## src/rtl/dds_tone_sequencer.sv

```systemverilog
// dds_tone_sequencer: table-driven note scheduler feeding the DDS phase increment
module dds_tone_sequencer #(
  parameter int DEPTH    = 16,
  parameter int IDX_W    = 4,
  parameter int DUR_W    = 16,
  parameter int TICK_DIV = 25000
) (
  input  logic             CLOCK,
  input  logic             RESET,
  input  logic             WR_EN,
  input  logic [IDX_W-1:0] WR_ADDR,
  input  logic [31:0]      WR_INCR,
  input  logic [DUR_W-1:0] WR_DUR,
  input  logic             START,
  input  logic             STOP,
  input  logic             LOOP,
  input  logic [IDX_W:0]   LENGTH,
  output logic [31:0]      INCREMENT,
  output logic             GATE,
  output logic             BUSY,
  output logic             DONE,
  output logic [IDX_W-1:0] CUR_IDX
);
  localparam int PS_W = TICK_DIV > 1 ? $clog2(TICK_DIV) : 1;
  localparam logic [PS_W-1:0] PS_MAX = PS_W'(TICK_DIV - 1);
  localparam logic [IDX_W:0] DEPTH_L = (IDX_W + 1)'(DEPTH);
  typedef enum logic [1:0] {IDLE, LOAD, PLAY} state_t;
  state_t state, state_d;
  logic [31:0] incr_mem [DEPTH];
  logic [DUR_W-1:0] dur_mem [DEPTH];
  logic [IDX_W:0] len, len_d;
  logic loop_l, loop_d;
  logic [PS_W-1:0] ps, ps_d;
  logic [DUR_W-1:0] dur_cnt, dur_d, rd_dur;
  logic [31:0] incr_d, rd_incr;
  logic [IDX_W-1:0] idx_d;
  logic gate_d, busy_d, done_d;
  logic start_ok, tick, last, adv, fin, load_go, halt;
  assign rd_incr  = incr_mem[CUR_IDX];
  assign rd_dur   = dur_mem[CUR_IDX];
  assign start_ok = START && !STOP && |LENGTH;
  assign tick     = ps == PS_MAX;
  assign last     = {1'b0, CUR_IDX} == len - (IDX_W + 1)'(1);
  assign adv      = state == LOAD ? rd_dur == '0 : state == PLAY && tick && dur_cnt == DUR_W'(1);
  assign fin      = adv && last && !loop_l;
  assign halt     = state != IDLE && STOP;
  assign load_go  = state == LOAD && !STOP && !adv;
  always_ff @(posedge CLOCK)
    if (WR_EN) begin
      incr_mem[WR_ADDR] <= WR_INCR;
      dur_mem[WR_ADDR]  <= WR_DUR;
    end
  always_ff @(posedge CLOCK or posedge RESET)
    if (RESET) begin
      state     <= IDLE;
      len       <= '0;
      loop_l    <= 1'b0;
      ps        <= '0;
      dur_cnt   <= '0;
      INCREMENT <= '0;
      GATE      <= 1'b0;
      BUSY      <= 1'b0;
      DONE      <= 1'b0;
      CUR_IDX   <= '0;
    end else begin
      state     <= state_d;
      len       <= len_d;
      loop_l    <= loop_d;
      ps        <= ps_d;
      dur_cnt   <= dur_d;
      INCREMENT <= incr_d;
      GATE      <= gate_d;
      BUSY      <= busy_d;
      DONE      <= done_d;
      CUR_IDX   <= idx_d;
    end
  always_comb
    state_d = state == IDLE ? (start_ok ? LOAD : IDLE) :
              halt || fin   ? IDLE :
              adv           ? LOAD : PLAY;
  always_comb begin
    len_d  = state == IDLE && start_ok ? (LENGTH > DEPTH_L ? DEPTH_L : LENGTH) : len;
    loop_d = state == IDLE && start_ok ? LOOP : loop_l;
    idx_d  = state == IDLE ? (start_ok ? '0 : CUR_IDX) :
             !STOP && adv && !fin ? (last ? '0 : CUR_IDX + IDX_W'(1)) : CUR_IDX;
    ps_d   = load_go ? '0 : state == PLAY ? (tick ? '0 : ps + PS_W'(1)) : ps;
    dur_d  = load_go ? rd_dur : state == PLAY && tick ? dur_cnt - DUR_W'(1) : dur_cnt;
    incr_d = halt || fin ? '0 : load_go ? rd_incr : INCREMENT;
    gate_d = halt || fin ? 1'b0 : load_go ? rd_incr != '0 : GATE;
    busy_d = state == IDLE ? start_ok : !(halt || fin);
    done_d = !halt && fin;
  end
endmodule

```

## config.mk

```make
export PLATFORM = sky130hd
export DESIGN_NAME = dds_tone_sequencer
export DESIGN_NICKNAME = d
export VERILOG_FILES = /design/src/rtl/dds_tone_sequencer.sv
export SDC_FILE = /design/constraint.sdc
export NUM_CORES = 1
export LEC_CHECK = 0
export BUFFER_PORTS_ARGS = -buffer_cell sky130_fd_sc_hd__buf_2
export CORE_MARGIN = 10
export CORE_UTILIZATION = 35
export CTS_BUF_LIST = sky130_fd_sc_hd__clkbuf_8
export DETAILED_ROUTE_END_ITERATION = 7
export HOLD_SLACK_MARGIN = 0.15
export PLACE_DENSITY = 0.47
export SLEW_MARGIN = 25
export SYNTH_ARGS = -nofsm -noshare
export SYNTH_HDL_FRONTEND = slang
export SYNTH_SLANG_ARGS = --single-unit
```

## constraint.sdc

```tcl
create_clock -name CLOCK -period 3.75 [get_ports CLOCK]
set_clock_uncertainty 0.05 [all_clocks]
set_input_delay 0.75 -clock CLOCK [delete_from_list [all_inputs] [get_ports CLOCK]]
set_output_delay 0.75 -clock CLOCK [all_outputs]
set_load 0.02 [all_outputs]
```

Word-level counts from Yosys, hierarchy flattened
Memories as Yosys holds them, arrays and structs flattened.
Cells that the tools add are included.
Operators by class
  add/sub/neg operators: 4
  multipliers: 0
  divide/modulo/power cells: 0
  order comparisons: 1
  equality and inequality tests: 6
  shifts and indexed selects: 0
  multiplexer cells: 22
  bitwise operators: 0
  reduce and logical (&&, ||, !) cells: 30
Operators by type and width (count)
  32-bit 2-to-1 mux: 2
  15-bit 2-to-1 mux: 3
  16-bit 2-to-1 mux: 2
  32-bit nonzero test: 1
  16-bit by 1-bit == test with 1-bit output (second input constant): 1
  16-bit logical NOT: 1
  4-bit 2-to-1 mux: 4
  16-bit by 1-bit subtractor with 16-bit output (second input constant): 1
  15-bit by 1-bit adder with 15-bit output (second input constant): 1
  15-bit == test (second input constant): 1
  1-bit logical AND: 13
  2-bit nonzero test: 5
  1-bit 2-to-1 mux: 7
  1-bit logical NOT: 6
  2-bit 2-to-1 mux: 3
  4-bit by 5-bit == test with 1-bit output: 1
  5-bit greater-than comparator (second input constant): 1
  5-bit 2-to-1 mux: 1
  5-bit OR reduction: 1
  5-bit by 1-bit subtractor with 5-bit output (second input constant): 1
  4-bit by 1-bit adder with 4-bit output (second input constant): 1
  2-bit by 1-bit == test with 1-bit output (second input constant): 1
  2-bit == test (second input constant): 1
  2-bit logical NOT: 1
  3 further kinds: 3
Storage, ports and cells
  flip-flop bits (word level): 78
  bits in latches: 0
  memory bits (writable): 768
  bits in read-only memories: 0
  input bits: 63
  output and inout port bits: 39
  memories: 2
Memory list
  incr_mem: words 16, width 32, read ports 1, clocked after Yosys merged registers in 0, write ports 1, RTL line 29  | logic [31:0] incr_mem [DEPTH];
  dur_mem: words 16, width 16, read ports 1, clocked after Yosys merged registers in 0, write ports 1, RTL line 30  | logic [DUR_W-1:0] dur_mem [DEPTH];

Longest topological paths before layout
  word-level depth: 10
  gate-level depth with buffers: 13
  mapped depth without buffers: 10

Least setup slack after synthesis
OpenSTA, ideal clock, no wires.
  kind: input to register
  start point: input port WR_ADDR[3]
  end point: memory dur_mem[0][0], enable pin
  arrival: 4.541 ns
  slack: -1.354 ns
  cell stages on the path: 2
  buffers on the path: 0
  path through: or3b_2 > nor3_1
RTL lines
  start: declaration: RTL line 11  | input logic [IDX_W-1:0] WR_ADDR,
  end: declaration: RTL line 30
No word-level cell before the write port.

Final worst setup path
  start point: register CUR_IDX[0]
  end point: register GATE
Between the ends
  cells in the longest elaborated chain, start to end: 7
  elaborated cells between the ends (all ways): 14
  those cells by class: 1 x eq/ne; 3 x mux; 8 x reduce/logical; 2 x memory
RTL lines
  start: declaration: RTL line 22  | output logic [IDX_W-1:0] CUR_IDX
  start signal: assignment: RTL line 75  | CUR_IDX <= idx_d;
  memory 16 x 16 bit
  16-bit logical NOT: RTL line 44  | assign adv = state == LOAD ? rd_dur == '0 : state == PLAY && tick && dur_cnt == DUR_W'(1);
  1-bit 2-to-1 mux: RTL line 44
  1-bit logical AND (2 in a row): RTL line 45  | assign fin = adv && last && !loop_l;
  1-bit logical OR: RTL line 89  | gate_d = halt || fin ? 1'b0 : load_go ? rd_incr != '0 : GATE;
  1-bit 2-to-1 mux / 2-bit nonzero test (equally long branches)
  end signal: assignment: RTL line 72  | GATE <= gate_d;
  end: declaration: RTL line 19  | output logic GATE,
Several ways; a longest one is shown, not always the timed one. The select of a mux whose other input is x is not followed.
A chain may end at the register's enable or synchronous reset.

==> flow_summary_export.csv <==
group,metric,value,unit
critical_path,crit_path_max_fanout,34,
routing,detailed_route_drc_error_count,0,
pwr,ir_drop,0.0003275,V
critical_path,path_class,"reg -> reg",
routing,met2RoutedLength,41700,µm
final_layout,num-fill-cells,8435,
clock_network,clock-root-buffer,"clkbuf_8",
placement,numPortBuffers,101,
placement,place_congestion,0.7490,
clock_network,tritoncts,"built",
clock_network,clock-sinks,846,
placement,dp.cells,2973,
critical_path,regToRegSetupSlack,230,ps
critical_path,critical_path_required,4370,ps
pwr,power.share.combinational,4.2,%
timing,finalHoldViolations,0,
final_layout,layout.core_utilization,41.36,%
routing,detailedRoute.firstPassIterationCount,5,
clock_network,cts.reportedPaths.clkPinSlew,60,ps
floorplan,dieWidth,326.6,µm
global_routing,grt_first_pass_wirelength,127200,µm
global_routing,antenna_found_initial,14,
logic_synthesis,synth_enable_flop_cells,768,
critical_path,path_cells,"buf_12 > buf_12 > mux4_2 > a22oi_1 > nand2_1 > nor4_1 > buf_4 > nand4_1 > nor2_1 > buf_4 > a211oi_1",
logic_synthesis,netlist_top_cells_area,"edfxtp_1 (70%), mux4_2 (13%), dfrtp_1 (5.9%)",
global_routing,gr-total-overflow,0,
min_path,whs_path_depth,3,
logic_synthesis,post_synth_instance_area,32890,µm²
pwr,power.density,505.0,nW/µm²
critical_path,timing.critical_path.slowest_stage_cell,"dfrtp_4",
critical_path,startpoint_type,"flop",
timing,number_of_pins_with_negative_max_slew_slack_in_the_final_report,0,
timing,period_needed,3524,ps
critical_path,crit_path_max_incr_delay,680,ps
logic_synthesis,netlist.area_leader.share,70.12,%
logic_synthesis,synth-warning-count,0,
routing,antenna_left,0,
pwr,p_int,14.99,mW
routing,wl_met3,4517,µm
timing,fin_ws,225.7,ps
run_status,run_status,"finished, final reports clean",
final_layout,final_cell_count_no_fill,3248,
clock_network,ctsHtreeMaxLevel,4,
final_layout,final_layout_size_suffix_gt1_share,30.86,%
final_layout,area.growth.synth_to_final,17.36,%
timing,fraction_of_the_cycle_the_final_worst_path_needs,93.98,%
critical_path,crit_arrival,4140,ps
critical_path,cp-end-kind,"flop",
routing,wl_per_cell,26.95,µm
logic_synthesis,syn_area_per_cell,20.38,µm²
floorplan,top_level_ports,102,
placement,dp_worst_setup_slack,152.2,ps
clock_network,maximum_clock_insertion_buffer_count,3,
floorplan,die_h,326.6,µm
routing,route.layer.met1.wl,39710,µm
pwr,share_seq_of_total_power,55.3,%
logic_synthesis,postSynthRegisterBits,846,
clock_network,post_cts_resized,0,
timing,max_slew.worst_pin.slew,943.1,ps
placement,dp_hpwl,48220,µm
pwr,switching_share,23.11,%
global_routing,grt_start_max_net_pins,52,
timing,maxClockFrequency,283.7,MHz
routing,route.final.wire_length,87520,µm
critical_path,worstSetupPathDepth,11,
routing,routed_via_density,5.209,
final_layout,postLayoutCellArea,38600,µm²
routing,dr.max_layer_used,"met5",
clock_network,postCtsHoldBufs,7,
routing,drt_iter0_markers,1308,
critical_path,path_buf_inv,4,
pwr,power.leakage,12.89,nW
logic_synthesis,synth_largest_area_cell,"edfxtp_1",
clock_network,postCtsSetupRepairBufs,0,
floorplan,die_area,106600,µm²
clock_network,clk-insertion-delay-late,830,ps
pwr,part_of_the_power_in_the_clock_network,40.5,%
timing,setup_viol,0,
clock_network,numCtsBuffers,147,
logic_synthesis,ys.flop_type,"edfxtp_1",
timing,rsz0062_at_grt,"no",
pwr,p_sw,4.506,mW
floorplan,placementRows,112,
logic_synthesis,netlist-cell-type-count,61,
logic_synthesis,synth_common_cells,"edfxtp_1 (768), mux4_2 (188), a22oi_1 (91)",
global_routing,grt_pass1_vias,18096,
min_path,min-delay-path-class,"in -> reg",
critical_path,reg2regPathDepth,11,
logic_synthesis,synthesis.nets,1682,
floorplan,starting_density_of_the_core,35.24,%
logic_synthesis,synth_sequential_area_ratio,76.05,%
floorplan,core_area,93330,µm²
logic_synthesis,async_reset_ff_share,9.220,%
routing,via_count,16918,
timing,max-slew-margin-rel,36.92,%
placement,detailed_place.area,35780,µm²
critical_path,crit_family,"buffers and inverters",
global_routing,grt_util_all_layers,16.33,%
logic_synthesis,synth.most_common_cell,"edfxtp_1",
final_layout,nets,1943,
flow_run,max_cap_violations,0,
timing,worst_hold_slack,223.5,ps
logic_synthesis,post_synth_inst_count,1614,
-- registers in the layout, summed over array words and instances, names as in the netlist --
| signal | cells |
|---|---|
| BUSY | 1 |
| CUR_IDX | 4 |
| DONE | 1 |
| GATE | 1 |
| INCREMENT | 32 |
| dur_cnt | 16 |
| dur_mem | 256 |
| incr_mem | 512 |
| len | 5 |
| loop_l | 1 |
| ps | 15 |
| state | 2 |
-- final timing paths --
kind,start,to
setup / recovery,CUR_IDX[0]$_DFFE_PP0P_,GATE$_DFFE_PP0P_
hold / removal,LENGTH[0],len[0]$_DFFE_PP0P_
setup reg to reg,CUR_IDX[0]$_DFFE_PP0P_,GATE$_DFFE_PP0P_
hold reg to reg,loop_l$_DFFE_PP0P_,loop_l$_DFFE_PP0P_
max in group asynchronous,RESET,INCREMENT[22]$_DFFE_PP0P_
min in group asynchronous,RESET,CUR_IDX[3]$_DFFE_PP0P_
-- cell usage in the layout (no fill, tap or decap), types with 5 or more instances in the layout --
cell,n
nor2b_1,5
nand2_1,70
nand3_1,21
dlygate4sd3_1,7
buf_2,101
o21ai_0,15
nor2_2,30
clkinv_1,29
mux2i_1,43
dfrtp_1,76
mux4_2,188
xnor2_1,9
xor2_1,16
edfxtp_1,768
and2_1,5
a21oi_1,14
nand2b_1,11
nor2_4,13
clkinv_2,8
buf_4,48
nand3b_1,5
nor2_1,43
inv_1,68
buf_12,36
inv_8,5
nor4_1,21
nor3_1,6
clkbuf_8,154
ha_1,5
nand4_1,10
a22oi_1,91
or3_1,5
-- worst register-to-register path, stage by stage (launching register included) --
cell and delay (ps):
dfrtp_4 680, buf_12 280, buf_12 320, mux4_2 600, a22oi_1 220, nand2_1 160, nor4_1 450, buf_4 200
nand4_1 140, nor2_1 130, buf_4 110, a211oi_1 60
-- per-stage QoR --
step	power, mW	setup TNS [ps]
floorplan	11.35	-7366
global placement	11.76	0
detailed placement	11.79	0
CTS	19.75	0
global route	20.28	0
finish	19.49	0
-- power groups by stage --
stage               Sequential, mW  Combinational, mW  Clock (mW)
global placement              10.9              0.809           0
finish                        10.8              0.823        7.90
detailed placement            11.0              0.831           0
floorplan                     11.0              0.378           0
global route                  10.8              0.910        8.57
CTS                           10.8              0.838        8.14
-- final cells by class --
| class | count | area (µm²) | share of cell area, % |
|---|---|---|---|
| inverters | 11 | 46.29 | 0.1199 |
| clock inverters | 113 | 628.1 | 1.627 |
| diodes | 1 | 2.502 | 0.006483 |
| multi-input cells | 677 | 7559 | 19.58 |
| well taps | 1254 | 1569 | 4.065 |
| repair buffers | 192 | 1657 | 4.291 |
| flip-flops and latches | 846 | 25020 | 64.82 |
| clock buffers | 154 | 2120 | 5.491 |
-- routing by layer --
layer  vias up  track usage (%)
met5         -                0
met4        12            4.448
met3       135            3.903
met2       428            25.86
met1      9128            22.37
li1       7215                -
-- logic make-up (layout without fill, tap and decap cells) --
logic type / count (synthesis) / after routing / synth area share, %
DFF: 846 / 846 / 76.05
muxes: 233 / 233 / 14.25
other: 0 / 1 / 0
adders and majority gates: 5 / 5 / 0.1902
xor gates and xnor gates: 25 / 25 / 0.6657
buffers and inverters: 91 / 470 / 1.491
and+or+nand+nor: 269 / 269 / 4.177
AOI/OAI and AO/OA: 145 / 145 / 3.176
(Power assumes the default switching activity.)
